==> src/rtl/snd_status_pkg.sv <==
// Shared constants for the sound-FPGA status conditioner: line count,
// default timing and the index of each status line.
package snd_status_pkg;

  localparam int unsigned SND_STATUS_WIDTH            = 5;
  localparam int unsigned SND_STATUS_DEBOUNCE_DEFAULT = 50000;
  localparam int unsigned SND_STATUS_SYNC_DEFAULT     = 2;

  // Bit positions of the individual status lines within raw_in/status_out.
  localparam int unsigned SND_STAT_READY   = 0;
  localparam int unsigned SND_STAT_BUSY    = 1;
  localparam int unsigned SND_STAT_PLAYING = 2;
  localparam int unsigned SND_STAT_ERROR   = 3;
  localparam int unsigned SND_STAT_IRQ     = 4;

endpackage

==> src/rtl/snd_status_debounce_bit.sv <==
// One status line: SYNC_STAGES-deep synchroniser, debounce counter,
// stable level flop and a registered one-cycle toggle strobe.
module snd_status_debounce_bit
  import snd_status_pkg::*;
#(
  parameter int unsigned DEBOUNCE_CYCLES = SND_STATUS_DEBOUNCE_DEFAULT,
  parameter int unsigned SYNC_STAGES     = SND_STATUS_SYNC_DEFAULT
) (
  input  logic clk,
  input  logic reset_n,
  input  logic raw_in,
  output logic stable_out,
  output logic strb_out,
  output logic toggle_next
);

  localparam int unsigned      CNT_W    = $clog2(DEBOUNCE_CYCLES + 1);
  localparam logic [CNT_W-1:0] CNT_LAST = CNT_W'(DEBOUNCE_CYCLES - 1);

  logic [SYNC_STAGES-1:0] sync_q, sync_d;
  logic [CNT_W-1:0]       cnt_q, cnt_d;
  logic                   stable_q, stable_d;
  logic                   strb_q, strb_d;
  logic                   sync_bit;

  assign sync_bit = sync_q[SYNC_STAGES-1];

  // The counter only runs while the synchronised level disagrees with the
  // stable level, and is cleared on the edge that adopts the new level.
  always_comb begin
    sync_d   = {sync_q[SYNC_STAGES-2:0], raw_in};
    cnt_d    = '0;
    stable_d = stable_q;
    strb_d   = 1'b0;
    if (sync_bit != stable_q) begin
      if (cnt_q == CNT_LAST) begin
        stable_d = sync_bit;
        strb_d   = 1'b1;
      end else begin
        cnt_d = cnt_q + CNT_W'(1);
      end
    end
  end

  always_ff @(posedge clk or negedge reset_n) begin
    if (!reset_n) begin
      sync_q   <= '0;
      cnt_q    <= '0;
      stable_q <= 1'b0;
      strb_q   <= 1'b0;
    end else begin
      sync_q   <= sync_d;
      cnt_q    <= cnt_d;
      stable_q <= stable_d;
      strb_q   <= strb_d;
    end
  end

  assign stable_out  = stable_q;
  assign strb_out    = strb_q;
  assign toggle_next = strb_d;

endmodule

==> src/rtl/snd_status_conditioner.sv <==
// Conditions the raw sound-FPGA status lines for the status PIO in_port.
// Sticky event register is built only with SND_STATUS_EVENT_LATCH_EN defined.
module snd_status_conditioner
  import snd_status_pkg::*;
#(
  parameter int unsigned WIDTH           = SND_STATUS_WIDTH,
  parameter int unsigned DEBOUNCE_CYCLES = SND_STATUS_DEBOUNCE_DEFAULT,
  parameter int unsigned SYNC_STAGES     = SND_STATUS_SYNC_DEFAULT
) (
  input  logic             clk,
  input  logic             reset_n,
  input  logic [WIDTH-1:0] raw_in,
  input  logic [WIDTH-1:0] clr_mask,
  output logic [WIDTH-1:0] status_out,
  output logic [WIDTH-1:0] change_strb,
  output logic [WIDTH-1:0] event_bits,
  output logic             event_pending
);

  logic [WIDTH-1:0] strb_next;

  for (genvar g = 0; g < WIDTH; g++) begin : g_bit
    snd_status_debounce_bit #(
      .DEBOUNCE_CYCLES(DEBOUNCE_CYCLES),
      .SYNC_STAGES    (SYNC_STAGES)
    ) u_bit (
      .clk        (clk),
      .reset_n    (reset_n),
      .raw_in     (raw_in[g]),
      .stable_out (status_out[g]),
      .strb_out   (change_strb[g]),
      .toggle_next(strb_next[g])
    );
  end

`ifdef SND_STATUS_EVENT_LATCH_EN
  logic [WIDTH-1:0] event_bits_q, event_bits_d;
  logic             event_pending_q, event_pending_d;

  // Set uses the strobe's next value so the event lands on the same edge
  // as change_strb; OR-ing it in after the clear makes set win.
  always_comb begin
    event_bits_d    = (event_bits_q & ~clr_mask) | strb_next;
    event_pending_d = |event_bits_d;
  end

  always_ff @(posedge clk or negedge reset_n) begin
    if (!reset_n) begin
      event_bits_q    <= '0;
      event_pending_q <= 1'b0;
    end else begin
      event_bits_q    <= event_bits_d;
      event_pending_q <= event_pending_d;
    end
  end

  assign event_bits    = event_bits_q;
  assign event_pending = event_pending_q;
`else
  logic unused_event_inputs;

  assign unused_event_inputs = ^{clr_mask, strb_next};
  assign event_bits          = '0;
  assign event_pending       = 1'b0;
`endif

endmodule
==> config.mk <==
export PLATFORM = sky130hd
export DESIGN_NAME = snd_status_conditioner
export DESIGN_NICKNAME = d
export VERILOG_FILES = /design/src/rtl/snd_status_pkg.sv /design/src/rtl/snd_status_debounce_bit.sv /design/src/rtl/snd_status_conditioner.sv
export SDC_FILE = /design/constraint.sdc
export NUM_CORES = 1
export LEC_CHECK = 0
export ABC_CLOCK_PERIOD_IN_PS = 2500
export BUFFER_PORTS_ARGS = -buffer_cell sky130_fd_sc_hd__buf_2
export CELL_PAD_IN_SITES_DETAIL_PLACEMENT = 1
export CELL_PAD_IN_SITES_GLOBAL_PLACEMENT = 2
export CORE_UTILIZATION = 40
export CTS_CLUSTER_DIAMETER = 150
export DETAILED_ROUTE_END_ITERATION = 16
export PLACE_DENSITY_LB_ADDON = 0.1
export SETUP_SLACK_MARGIN = 0.05
export SYNTH_ARGS = -nofsm -noshare
export SYNTH_HDL_FRONTEND = slang
export SYNTH_SLANG_ARGS = --single-unit
==> constraint.sdc <==
create_clock -name clk -period 2.5 [get_ports clk]
set_input_delay 0.125 -clock clk [delete_from_list [all_inputs] [get_ports clk]]
set_output_delay 0.125 -clock clk [all_outputs]
set_load 0.02 [all_outputs]
After elaboration in Yosys (flattened, before gate mapping)
Cells that the tools add are included.
{ "word_totals": {"regBits": 100, "output_inout_bits": 16, "wordCells": 60} }
{ "op_classes": {"n_addsub": 5, "eq_ne": 10, "n_mux": 20, "n_reduce_logical": 5} }
{ "op_table": {"columns": ["cell", "count"], "rows": [
  ["2-to-1 mux 16 bit", 10],
  ["adder 16 x 1 -> 16 bit, second input constant", 5],
  ["== test 16 bit, second input constant", 5],
  ["2-to-1 mux 1 bit", 10],
  ["AND reduction 2 bit", 5],
  ["inequality test 1 bit", 5]
]} }

Depth between registers and ports, before layout
{ "depth": {"word_depth": 3, "depth_mapped": 6, "ltp_nobuf": 5} }

Cells and area by module
From an unflattened synthesis, not the netlist that was laid out.
{ "hier_totals": {"cells_unflattened": 447, "area_unflattened_um2": 4765.8} }
{ "by_module_without_submodules": {"columns": ["module", "instances", "cells_each", "area_per_inst_um2"], "rows": [
  ["snd_status_debounce_bit", 5, 88, 943.4],
  ["snd_status_conditioner", 1, 7, 48.8]
]} }

Worst setup path before layout
No wires, ideal clock.
{ "synth_path": {"path_type": "reg2reg", "start": "reg g_bit[0].u_bit.cnt_q[12]", "end": "reg g_bit[0].u_bit.stable_q", "setup_ps": 125, "arrival_time_ps": 1648, "setup_slack_ps": 727, "stages_incl_launch_ff": 5, "period_less_slack_ps": 1773, "cell_sequence": "dfrtp_1 nor4_2 nand3_2 or4_4 mux2_4"} }
{ "synth_between": {"elab_chain_len": 2} }
{ "synth_lines": {"columns": ["item", "line_no", "rtl"], "rows": [
  ["start: declaration", "snd_status_debounce_bit.sv:21", "logic [CNT_W-1:0] cnt_q, cnt_d;"],
  ["start signal: assignment", "snd_status_debounce_bit.sv:53", "cnt_q <= cnt_d;"],
  ["== test 16 bit", "snd_status_debounce_bit.sv:36", "if (cnt_q == CNT_LAST) begin"],
  ["AND reduction 2 bit (no line)", null, null],
  ["end signal: assignment", "snd_status_debounce_bit.sv:54", "stable_q <= stable_d;"],
  ["end: declaration", "snd_status_debounce_bit.sv:22", "logic stable_q, stable_d;"]
]} }
No other way between the ends.
A chain may end at the register's enable or synchronous reset.

Worst setup path in the final report
{ "layout_path": {"start": "reg g_bit[1].u_bit.cnt_q[0]", "end": "reg g_bit[1].u_bit.stable_q"} }
{ "layout_between": {"elab_chain_len": 2} }
{ "layout_lines": {"columns": ["item", "line_no"], "rows": [
  ["start: declaration", "snd_status_debounce_bit.sv:21"],
  ["start signal: assignment", "snd_status_debounce_bit.sv:53"],
  ["== test 16 bit", "snd_status_debounce_bit.sv:36"],
  ["AND reduction 2 bit (no line)", null],
  ["end signal: assignment", "snd_status_debounce_bit.sv:54"],
  ["end: declaration", "snd_status_debounce_bit.sv:22"]
]} }
No other way between the ends.

==> summary.txt <==
Status
  • Status: finished clean

Synth
  • Cell taking the most area after synthesis: dfrtp_1
  • Mux contribution to synthesized area: 1.432%
  • Synth area leaders: dfrtp_1 53%, xnor2_1 11%, nor2_1 7.3%
  • Leading register cell type out of synthesis: dfrtp_1
  • Avg Cell Area, Syn: 10.46 sq um
  • Synth cell count leaders: 100 x dfrtp_1, 92 x nor2_1, 60 x xnor2_1
  • Compound-gate portion of the synthesized area: 2.280%
  • Largest family of logic cells by synthesized area: simple AND/OR/NAND/NOR gates
  • Asr flop ratio synth: 100.0%
  • Post-synth EDFFs: 0
  • XOR/XNOR share of the synthesized area: 13.55%
  • Cells after Synth: 451
  • Post-synth top area share: 53.02%
  • Cell Area, Synth: 0.004720 sq mm
  • Synth unique cells: 33
  • Most common cell in the netlist: dfrtp_1
  • Post-Synth Simple-Gate Area: 24.10%
  • Sequential fraction of the synthesis area: 53.02%
  • Synth warn: 0
  • Seq cells post-synth: 100
  • Adder-cell share of the synthesized area: 1.326%

Floorplan
  • Rows: 39
  • Ports: 28
  • Die Area: 0.01224 sq mm
  • Die width: 110.6 microns
  • Core box area: 0.01147 sq mm
  • Starting Density: 41.16%
  • Chip height: 110.6 microns

Route
  • Avg WL per Cell: 14.69 microns
  • Post-DR vias/cell: 5.074
  • WL final: 9.154 mm
  • First-pass DRT Iterations: 4
  • DRC Markers: 0
  • Antenna-violating nets left: 0
  • DRT iter0 DRCs: 134
  • Vias after detailed routing: 3161

Critical path
  • Worst Path Max Fanout: 8
  • CP Cell Sequence: ha_1, nand3_1, or4_4, mux2_4
  • Worst setup SP type: register
  • Critical path's top delay family: simple AND/OR/NAND/NOR gates
  • CP max stage cell: or4_4
  • Data arrival, critical path: 2180 ps
  • CP Class: register to register
  • WP depth: 4
  • Worst path max stage delay: 610 ps
  • Reg2Reg Depth: 4
  • Worst EP required: 2730 ps
  • WP buf/inv: 0
  • Critical path endpoint category: register

GRT
  • First-pass GRT wire length: 16.64 mm
  • GRT overflow: 0
  • Largest net degree at the start of global routing: 71
  • Initial antenna violation count: 0
  • Vias in the first global route: 3468
  • GRT Total Usage: 17.07%

Clock network
  • Clk_lat worst skew: 350 ps
  • Clock buffer count from CTS: 9
  • CTS HTree Levels: 3
  • Clock transition at path regs: 70 ps
  • Clk buf depth: 2
  • CTS tree: built
  • CTS sink count: 100
  • Root buf cell: clkbuf_16
  • Setup Buffers After CTS: 0

STA
  • Slew headroom: 64.47%
  • Final Hold Fails: 0
  • Slew @ Worst Pin: 531.6 ps
  • Unrepaired setup endpoints after global routing: false
  • Period utilisation layout: 77.75%
  • Post-Route Setup TNS: 0 ps
  • Max Slew Vio Count: 0
  • Skew final: 6.573 ps
  • Endpoints failing setup: 0
  • Tmin final: 1944 ps
  • FMAX: 514.4 MHz

Placed design
  • Cell total after placement: 601
  • Post-place instance area: 0.004922 sq mm
  • Final Wtd Congestion: 0.7553
  • DP Wirelength: 6.224 mm
  • Port buffer count: 16

Finish
  • Finished Cell Area: 0.005300 sq mm
  • Share of layout cells above drive strength 1: 12.08%
  • Diodes inserted: 0
  • Final core utilization: 46.22%
  • Final #Nets: 492
  • Area growth, synth to finish: 12.30%
  • Non-filler instance count after layout: 623

Power
  • Power Dens Cells: 617.2 mW/mm^2
  • Peak supply drop: 0.6051 mV
  • Overall power: 3.271 mW
  • Leakage: 2.183 nW

Flow run
  • Max-cap viol count: 0

Min path
  • HP Class: input pin to asynchronous set/reset pin
## power breakdown
group / switching, mW / total (mW) / internal (mW) / leakage [nW]
Combinational: 0.0797 / 0.124 / 0.0442 / 0.673
Sequential: 0.0258 / 1.67 / 1.65 / 1.36
Clock: 0.600 / 1.48 / 0.877 / 0.149
## what timing repair did
item,4_1_cts,5_1_grt
hold buffers,6,0
resized for setup,0,0
endpoints found under the hold margin,35,0
## layer usage
metal	vias to the layer above	global-route usage [%]	share of wire [%]	wire [microns]
met4	0	5.067	0.88	81
met5	-	0	0	0
met2	25	27.83	48	4384
met3	6	5.543	3.0	278
li1	1562	-	-	-
met1	1568	21.59	48	4410
## cell families after synthesis
group	count (synthesis)
other cells	1
compound gates	7
simple gates	224
flops	100
mux	5
buf+inv	36
fa+ha+maj	5
xor+xnor	73
## worst reg2reg max path, cell delays in order (launching register included)
cell,delay (ps)
dfrtp_1,390
ha_1,200
nand3_1,320
or4_4,610
mux2_4,310
## placed cells by master (no fill, tap or decap), types with 2 or more instances in the layout
cell	netlist	routed
and2b_2	2	2
ha_1	5	5
nor2b_1	4	4
o31ai_1	2	2
o41ai_4	3	3
nor3_1	18	18
nand3_1	27	27
buf_4	16	7
and3_1	4	4
nor4_1	18	18
nand3_2	2	2
nand4_1	18	18
conb_1	1	6
mux2_2	2	2
nor4bb_1	4	4
clkbuf_16	0	9
or4_4	3	3
mux2_4	3	3
nor4_2	2	2
inv_1	15	15
buf_2	3	15
xnor2_1	60	60
nor4b_1	2	2
xor2_1	13	13
bufinv_16	0	2
a21oi_1	2	2
dfrtp_1	100	100
nand2_1	20	20
or4_1	2	2
nor2_1	92	92
dlygate4sd3_1	0	6
or3_1	2	2
and3_2	2	2
clkinvlp_4	0	2
## state kept, by name (all words and copies together), names as in the netlist
name	cells
g_bit.u_bit.strb_out	5
g_bit.u_bit.sync_q	10
g_bit.u_bit.stable_out	5
g_bit.u_bit.cnt_q	80
## through the flow
step / hold WS (ps) / setup WS, ps
after global routing: 280.1 / 440.2
final: 252.6 / 556.2
after detailed placement: 92.58 / 523.7
after floorplan: -170.6 / 727.4
after CTS: 258.9 / 515.2
after global placement: 87.92 / 561.4
## path summary, 6_finish.rpt
path | startpoint | end | slack [ps]
min in group clk | g_bit[1].u_bit.sync_q[0] | g_bit[1].u_bit.sync_q[1] | 360
worst max-delay path | g_bit[1].u_bit.cnt_q[0] | g_bit[1].u_bit.stable_out | 560
worst min register to register | g_bit[1].u_bit.sync_q[0] | g_bit[1].u_bit.sync_q[1] | 360
worst max register to register | g_bit[1].u_bit.cnt_q[0] | g_bit[1].u_bit.stable_out | 560
max in group asynchronous | reset_n | g_bit[4].u_bit.cnt_q[12] | 1550
worst min-delay path | reset_n | g_bit[0].u_bit.cnt_q[9] | 250
## final cells by class
cell class	count	area, sq um
sequential	100	2502
clock inverter	6	88.84
inverter	15	56.30
fill	1256	6167
timing repair buffer	29	207.7
tap	143	178.9
clock buffer	10	229.0
multi-input combinational	320	2037
Note: power is estimated with default switching activity, not from simulation.
